<file path="src/rtl/cruise_pkg.sv">
// ============================================================================
//  Module      : cruise_pkg
//  Description : Shared button indices and default timing for the cruise
//                button conditioner.
//  Revision    : 1.0 - initial release
// ============================================================================
`default_nettype none

package cruise_pkg;

   localparam int NUM_BTNS = 7;

   localparam int BTN_THROTTLE = 0;
   localparam int BTN_SET      = 1;
   localparam int BTN_ACCEL    = 2;
   localparam int BTN_COAST    = 3;
   localparam int BTN_CANCEL   = 4;
   localparam int BTN_RESUME   = 5;
   localparam int BTN_BRAKE    = 6;

   localparam int DB_CYCLES_DEF    = 4;
   localparam int STUCK_CYCLES_DEF = 200;

   typedef logic [NUM_BTNS-1:0] btn_vec_t;

endpackage

`default_nettype wire

</file>
<file path="src/rtl/cruise_debounce.sv">
// ============================================================================
//  Module      : cruise_debounce
//  Description : One button channel: two-flop synchronizer, stability
//                counter, debounced level and rising-edge strobe.
//  Revision    : 1.0 - initial release
// ============================================================================
`default_nettype none

module cruise_debounce
   import cruise_pkg::*;
#(
   parameter int DB_CYCLES = DB_CYCLES_DEF
) (
   input  logic clk,
   input  logic reset,
   input  logic raw,
   output logic s2,
   output logic db,
   output logic rise
);

   localparam logic [7:0] c_db_target = 8'(DB_CYCLES);

   logic       r_s1;
   logic       r_s2;
   logic       r_db;
   logic       r_db_d;
   logic [7:0] r_cnt;
   logic [7:0] w_cnt_inc;

   assign w_cnt_inc = r_cnt + 8'd1;

   always_ff @(posedge clk) begin
      if (reset) begin
         r_s1   <= 1'b0;
         r_s2   <= 1'b0;
         r_db   <= 1'b0;
         r_db_d <= 1'b0;
         r_cnt  <= 8'd0;
      end else begin
         r_s1   <= raw;
         r_s2   <= r_s1;
         r_db_d <= r_db;
         // Any sample agreeing with the current level restarts qualification.
         if (r_s2 == r_db) begin
            r_cnt <= 8'd0;
         end else if (w_cnt_inc == c_db_target) begin
            r_db  <= r_s2;
            r_cnt <= 8'd0;
         end else begin
            r_cnt <= w_cnt_inc;
         end
      end
   end

   assign s2   = r_s2;
   assign db   = r_db;
   assign rise = r_db & ~r_db_d;

endmodule

`default_nettype wire

</file>
<file path="src/rtl/cruise_btn_cond.sv">
// ============================================================================
//  Module      : cruise_btn_cond
//  Description : Conditions raw cruise-control buttons into debounced levels,
//                command pulses and a fast brake path. Optional stuck-button
//                detection is enabled by defining CRUISE_BTN_STUCK_DET_EN.
//  Revision    : 1.0 - initial release
// ============================================================================
`default_nettype none

module cruise_btn_cond
   import cruise_pkg::*;
#(
   parameter int DB_CYCLES    = DB_CYCLES_DEF,
   parameter int STUCK_CYCLES = STUCK_CYCLES_DEF
) (
   input  logic clk,
   input  logic reset,
   input  logic throttle_raw,
   input  logic set_raw,
   input  logic accel_raw,
   input  logic coast_raw,
   input  logic cancel_raw,
   input  logic resume_raw,
   input  logic brake_raw,
   output logic throttle,
   output logic accel,
   output logic coast,
   output logic set,
   output logic cancel,
   output logic resume,
   output logic brake,
   output logic btn_fault
);

   if (DB_CYCLES < 1 || DB_CYCLES > 255 ||
       STUCK_CYCLES < 2 || STUCK_CYCLES > 65535) begin : g_bad_param
      $error("cruise_btn_cond: DB_CYCLES or STUCK_CYCLES out of range");
   end

   btn_vec_t w_raw;
   btn_vec_t w_s2;
   btn_vec_t w_db;
   btn_vec_t w_rise;

   assign w_raw = {brake_raw, resume_raw, cancel_raw, coast_raw,
                   accel_raw, set_raw, throttle_raw};

   for (genvar gi = 0; gi < NUM_BTNS; gi++) begin : g_chan
      cruise_debounce #(
         .DB_CYCLES (DB_CYCLES)
      ) u_debounce (
         .clk   (clk),
         .reset (reset),
         .raw   (w_raw[gi]),
         .s2    (w_s2[gi]),
         .db    (w_db[gi]),
         .rise  (w_rise[gi])
      );
   end

   logic w_fault;
   logic w_stk_cancel;

`ifdef CRUISE_BTN_STUCK_DET_EN
   localparam logic [15:0] c_stuck_last = 16'(STUCK_CYCLES - 1);

   logic [15:0] r_stk_cnt [2];
   logic [1:0]  w_stk_db;
   logic        w_hit;
   logic        r_fault;
   logic        r_stk_cancel;

   assign w_stk_db = {w_db[BTN_RESUME], w_db[BTN_SET]};
   assign w_hit    = (w_stk_db[0] && (r_stk_cnt[0] == c_stuck_last)) ||
                     (w_stk_db[1] && (r_stk_cnt[1] == c_stuck_last));

   always_ff @(posedge clk) begin
      if (reset) begin
         r_stk_cnt[0] <= 16'd0;
         r_stk_cnt[1] <= 16'd0;
         r_fault      <= 1'b0;
         r_stk_cancel <= 1'b0;
      end else begin
         for (int i = 0; i < 2; i++) begin
            if (!w_stk_db[i])
               r_stk_cnt[i] <= 16'd0;
            else if (r_stk_cnt[i] != 16'hFFFF)
               r_stk_cnt[i] <= r_stk_cnt[i] + 16'd1;
         end
         // Fault latches; only its first occurrence raises a cancel.
         r_fault      <= r_fault | w_hit;
         r_stk_cancel <= w_hit & ~r_fault;
      end
   end

   assign w_fault      = r_fault;
   assign w_stk_cancel = r_stk_cancel;
`else
   assign w_fault      = 1'b0;
   assign w_stk_cancel = 1'b0;
`endif

   logic w_inhibit;
   logic w_both_dir;
   logic w_set_ok;

   assign brake      = w_s2[BTN_BRAKE] | w_db[BTN_BRAKE];
   assign cancel     = w_rise[BTN_CANCEL] | w_stk_cancel;
   assign w_inhibit  = brake | cancel;
   assign w_both_dir = w_db[BTN_ACCEL] & w_db[BTN_COAST];

   assign throttle   = w_db[BTN_THROTTLE];
   assign accel      = w_db[BTN_ACCEL] & ~w_both_dir & ~w_inhibit;
   assign coast      = w_db[BTN_COAST] & ~w_both_dir & ~w_inhibit;
   assign w_set_ok   = w_rise[BTN_SET] & ~w_inhibit & ~w_fault;
   assign set        = w_set_ok;
   assign resume     = w_rise[BTN_RESUME] & ~w_inhibit & ~w_fault & ~w_set_ok;
   assign btn_fault  = w_fault;

   logic w_unused;
   assign w_unused = &{1'b0, w_s2[BTN_BRAKE-1:0], w_rise[BTN_BRAKE],
                       w_rise[BTN_COAST], w_rise[BTN_ACCEL],
                       w_rise[BTN_THROTTLE]};

endmodule

`default_nettype wire

</file>
<file path="config.mk">
export PLATFORM = sky130hd
export DESIGN_NAME = cruise_btn_cond
export DESIGN_NICKNAME = d
export VERILOG_FILES = /design/src/rtl/cruise_pkg.sv /design/src/rtl/cruise_debounce.sv /design/src/rtl/cruise_btn_cond.sv
export SDC_FILE = /design/constraint.sdc
export NUM_CORES = 1
export LEC_CHECK = 0
export ABC_AREA = 1
export BUFFER_PORTS_ARGS = -buffer_cell sky130_fd_sc_hd__buf_2
export CAP_MARGIN = 0
export CORE_MARGIN = 4
export CORE_UTILIZATION = 55
export DETAILED_ROUTE_END_ITERATION = 16
export PLACE_DENSITY = 0.77
export RECOVER_POWER = 25
export SYNTH_ARGS = -nofsm -noshare
export SYNTH_HDL_FRONTEND = slang
export SYNTH_SLANG_ARGS = --single-unit
</file>
<file path="constraint.sdc">
create_clock -name clk -period 4.2 [get_ports clk]
set_input_delay 0 -clock clk [delete_from_list [all_inputs] [get_ports clk]]
set_output_delay 0 -clock clk [all_outputs]
set_load 0.03 [all_outputs]
</file>
Yosys cells after proc, flatten, opt, wreduce, memory -nomap -nowiden
Cells that the tools add are included.
{ "totals": {"ramBits": 0, "latchBits": 0, "output_inout_bits": 8, "n_memories": 0, "ff_bits": 80, "romBits": 0, "inputBits": 9} }
{ "op_classes": {"n_div": 0, "bitwise": 26, "magnitude_cmp": 0, "n_addsub": 7, "n_mul": 0, "mux": 0, "eq_ne": 14, "shift": 0, "n_reduce_logical": 14} }
{ "ops": {"columns": ["operator", "count"], "rows": [
  ["8-bit by 1-bit adder with 8-bit output (second input constant)", 7],
  ["8-bit by 3-bit equality test with 1-bit output (second input constant)", 7],
  ["3-bit OR reduction", 7],
  ["2-bit AND reduction", 7],
  ["1-bit NOT", 13],
  ["1-bit bitwise AND", 11],
  ["1-bit equality test", 7],
  ["1-bit bitwise OR", 2]
]} }

Depth between registers and ports, before layout
{ "depth": {"word_depth": 7, "mapped_depth": 11, "ltp_nobuf": 11} }

Modules after synthesis
A second synthesis with hierarchy kept.
{ "unflattened": {"cells_unflattened": 583, "hier_area_um2": 4325.4} }
{ "by_module_without_submodules": {"columns": ["mod", "cells_per_inst", "seq_area_each_um2", "n_inst", "area_each_um2"], "rows": [
  ["cruise_debounce", 81, 240.2, 7, 608.1],
  ["cruise_btn_cond", 16, 0.0, 1, 68.8]
]} }

Worst setup path before layout
No wires, ideal clock.
{ "synth_path": {"path_kind": "flip-flop to output port", "from": "register g_chan[4].u_debounce.r_db", "to": "output resume", "path_stages_with_launch": 5, "arrival_time_ns": 1.865, "n_path_buf": 0, "setup_slack_ns": 2.335, "required_time_ns": 4.200, "path_cell_list": "dfxtp_1 > inv_1 > o21ai_0 > nor3_1 > nor4_1"} }
{ "synth_between": {"elab_chain_len": 6, "word_cells_on_any_way": 7} }
{ "synth_rtl": {"columns": ["item", "line", "source"], "rows": [
  ["start: declaration", "cruise_debounce.sv:26", "logic r_db;"],
  ["start signal: assignment", "cruise_debounce.sv:48", "r_db <= r_s2;"],
  ["1-bit bitwise AND", "cruise_debounce.sv:58", "assign rise = r_db & ~r_db_d;"],
  ["1-bit bitwise OR", "cruise_btn_cond.sv:109", "assign w_inhibit = brake | cancel;"],
  ["1-bit NOT", "cruise_btn_cond.sv:115", "assign w_set_ok = w_rise[BTN_SET] & ~w_inhibit & ~w_fault;"],
  ["1-bit bitwise AND", "cruise_btn_cond.sv:115", null],
  ["net set", "cruise_btn_cond.sv:28", "output logic set,"],
  ["1-bit NOT", "cruise_btn_cond.sv:117", "assign resume = w_rise[BTN_RESUME] & ~w_inhibit & ~w_fault & ~w_set_ok;"],
  ["1-bit bitwise AND", "cruise_btn_cond.sv:117", null],
  ["end: declaration", "cruise_btn_cond.sv:30", "output logic resume,"]
]} }
The timed path passes the listed nets, and every way through them passes these cells.

Worst setup path after layout
{ "layout_path": {"from": "register g_chan[4].u_debounce.r_db", "to": "output resume"} }
{ "layout_between": {"elab_chain_len": 6, "word_cells_on_any_way": 7} }
{ "layout_rtl": {"columns": ["item", "line"], "rows": [
  ["1-bit bitwise AND (*)", "cruise_debounce.sv:58"],
  ["1-bit bitwise OR (*)", "cruise_btn_cond.sv:109"],
  ["1-bit NOT (*)", "cruise_btn_cond.sv:115, cruise_btn_cond.sv:117"],
  ["1-bit bitwise AND", "cruise_btn_cond.sv:115"],
  ["1-bit NOT", "cruise_btn_cond.sv:117"],
  ["1-bit bitwise AND (*)", "cruise_btn_cond.sv:117"]
]} }
Every way passes the cells marked *; elsewhere a longest branch is shown, timed or not.

==> impl_results.md <==
* Status: finished clean
* Post-synthesis cell type count at 30
* VDD IR max at ~0.21 mV
* CTS tree: built
* Clock Latency Late Sink at 340 ps
* Sink Count at 80
* Slew margin rel. at between 60% and 70%
* Die Area at 0.00832 mm2
* CP required at 4200 ps
* Cells after DPL at between 600 and 700
* RR Endpoint: g_chan[2].u_debounce.r_cnt[5]
* Register bit total from synthesis at 80
* Most common cell in the netlist: nand2_1
* Clock Tree Root: clkbuf_8
* Switching pwr at roughly 0.00028 W
* Resized cells post-CTS at 0
* Top FF cell, synth: dfxtp_1
* Switching share of total power at approximately a fifth
* Mapped Area at around 0.0038 mm2
* Starting Density at roughly 56%
* Fin crit share at 44.1%
* Worst setup EP type: output port
* Global placer's final weighted congestion at around 0.84
* Number of routed nets with antenna violations at 0
* Via density at around 4.8
* First-pass GRT wire length at roughly 12000 um
* Slew Viols, Final at 0
* Critical Path Fanout Max at 4
* Hold Buf Count CTS at 7
* Initial antenna violation count at 0
* Drt first pass iters at 4
* Final setup fails at 0
* Setup bufs post-CTS at 0
* Hpwl dp at ~5000 um
* Setup CP Type: flop to output port
* Post-synthesis sequential area ratio at a little over two fifths
* Worst R2R Start: g_chan[2].u_debounce.r_cnt[0]
* Sum Neg Setup Slack at 0 ps
* # H-tree levels at 3
* Total global-route track usage at roughly 17%
* Port bufs at 15
* Yosys warns at 0
* Fin cells at 656
* Max-cap violations at 0
* Yosys top cell area share at ~42%
* Int Power at 0.00107 W
* Number of remaining DRC errors at 0
* Num CTS Buffers at 9
* FP Rows at 30
* Layout cells sized above 1 at under 10%
* GRT overflow at 0
* Final hold violations at 0
* Slowest stage cell, crit path: o21ai_0
* Pwr Density at approximately 320 mW/mm2
* Width of the die at about 90 um
* Commonest cells post-synth: nand2_1 (112), inv_1 (108), nor2_1 (104)
* Routed wire length at 6470 um
* Clock buffer depth at 2
* Fraction of registers with async set/reset at 0%
* Height of the die at between 90 and 100 um
* N_diodes at 0
* Critical Path Source Type: flop
* Largest net degree at the start of global routing at 22
* CP startpoint: g_chan[4].u_debounce.db
* Reg2Reg Depth at 10
* Area delta synth->final at 10.7%
* Yosys top cell by area: dfxtp_1
* Flop pwr share at between 50% and 60%
* Syn Inst Count at between 500 and 600
* Nets@finish at between 500 and 600
* Syn_area_per_cell at 7.01 um2
* Crit path to: resume
* Via count of the first global-routing pass at 2911
* RSZ-0062 raised after global routing: false
* Core Area at 0.00676 mm2
* Clock power frac at approximately 40%
* Critical path cell sequence: inv_1, o21ai_0, nor3_1, nor4_1, buf_2
* Post-synth EDFFs at 0
* DR WL/cell at 9.86 um
* Combinational Power Share at under 10%
* Leakage power at about 1.8 nW
* Fin crit period at between 1500 and 2000 ps
* Hold Crit Class: input pin to flop
* Worst path max stage delay at between 400 and 500 ps
* Syn Nets at between 500 and 600
* Clock transition at path regs at about 70 ps
* Arr. time, crit path at roughly 1900 ps
* Worst R2R Setup Slack at 2530 ps
* Iteration-0 DRC count of the detailed router at 121
* Util after Layout at a little over 60%
* Via count of the routed design at 3123
* Worst Skew at approximately 7.5 ps
* I/O pin count at 17
* Maximum clock rate at 0.540 GHz
* Least-Margin Pin Slew at ~500 ps
* Synth area leaders: dfxtp_1 (42%), nand2_1 (11%), inv_1 (11%), nor2_1 (10%), ha_1 (4.3%)
[placed cells by master (no fill, tap or decap), types with 2 or more instances in the layout]
master / Yosys / final
nor2_4: 4 / 4
nand2_1: 112 / 112
nand2_2: 6 / 6
nand3b_1: 2 / 2
a21oi_1: 10 / 10
ha_1: 13 / 13
dlygate4sd3_1: 0 / 7
nor3_2: 2 / 2
o21ai_0: 6 / 6
xnor2_1: 4 / 4
clkbuf_1: 2 / 5
nor2_2: 5 / 5
o21ai_1: 2 / 2
dfxtp_1: 80 / 80
buf_2: 0 / 12
o21ai_2: 2 / 2
nand3_1: 28 / 28
nor2_1: 104 / 104
inv_2: 3 / 3
nor3_1: 4 / 4
o21bai_1: 4 / 4
clkbuf_8: 0 / 10
inv_1: 108 / 108
nand3_2: 7 / 7
and2_1: 2 / 2
nand4_1: 21 / 21
xor2_1: 5 / 5
[per-stage QoR]
| stage | total power [W] | hold WS [ps] | worst slack [ps] | instance area, um2 |
|---|---|---|---|---|
| floorplan | 0.000812 | 107 | 2330 | 3810 |
| global placement | 0.000820 | 203 | 2640 | 3960 |
| detailed placement | 0.000821 | 211 | 2550 | 3960 |
| CTS | 0.00137 | 37.1 | 2360 | 4220 |
| global route | 0.00140 | 61.2 | 2110 | 4210 |
| finish | 0.00135 | 51.7 | 2350 | 4210 |
[how the worst min path moves through the flow]
stage / from / end / slack (ps) / cells after the start
4_1_cts: reset / g_chan[6].u_debounce.s2 / 40 / 2
3_3_place_gp: throttle_raw / g_chan[0].u_debounce.r_s1 / 200 / 3
3_5_place_dp: cancel_raw / g_chan[4].u_debounce.r_s1 / 210 / 3
6_report: reset / g_chan[0].u_debounce.r_s1 / 50 / 2
2_1_floorplan: throttle_raw / g_chan[0].u_debounce.r_s1 / 110 / 2
5_1_grt: reset / g_chan[6].u_debounce.s2 / 60 / 2
[area by class of cell]
| class | count | area [um2] |
|---|---|---|
| timing repair buffer | 22 | 141 |
| fill | 628 | 2540 |
| inverter | 111 | 417 |
| tap | 80 | 100 |
| multi-input combinational | 348 | 1770 |
| clock inverter | 3 | 42.5 |
| clock buffer | 12 | 145 |
| sequential | 80 | 1600 |
[registers in the layout, summed over array words and instances, names as in the netlist]
register and cells:
g_chan.u_debounce.r_cnt 56, g_chan.u_debounce.s2 7, g_chan.u_debounce.r_s1 7, g_chan.u_debounce.r_db_d 3
g_chan.u_debounce.db 7
[per-layer routing]
| metal | global-route usage (%) | part of all wire [%] |
|---|---|---|
| met1 | 20.1 | 44 |
| met2 | 30.0 | 51 |
| met3 | 4.97 | 4.4 |
| met4 | 5.40 | 1.2 |
| met5 | 0 | 0 |
[power groups by stage]
stage,sequential [W],combinational [W],clock (W)
after floorplan,0.000787,0.0000244,0
after CTS,0.000771,0.0000373,0.000563
final,0.000771,0.0000370,0.000542
after global routing,0.000772,0.0000427,0.000589
after global placement,0.000788,0.0000316,0
after detailed placement,0.000789,0.0000323,0
[worst max-delay path: cells and delay by family, from the launching register on]
family,cells,cell delay [ps]
DFF,1,350
buffers and inverters,2,340
AOI/OAI and AO/OA,1,420
and+or+nand+nor,2,400
[cells by family after synthesis]
family          share of synthesized area [%]
compound gates                           4.27
xor+xnor                                 2.07
fa+ha+maj                                4.27
buf+inv                                  11.5
flops                                    42.1
other cells                            0.0985
simple gates                             35.7
No activity file was read; power rests on OpenSTA's default activity.
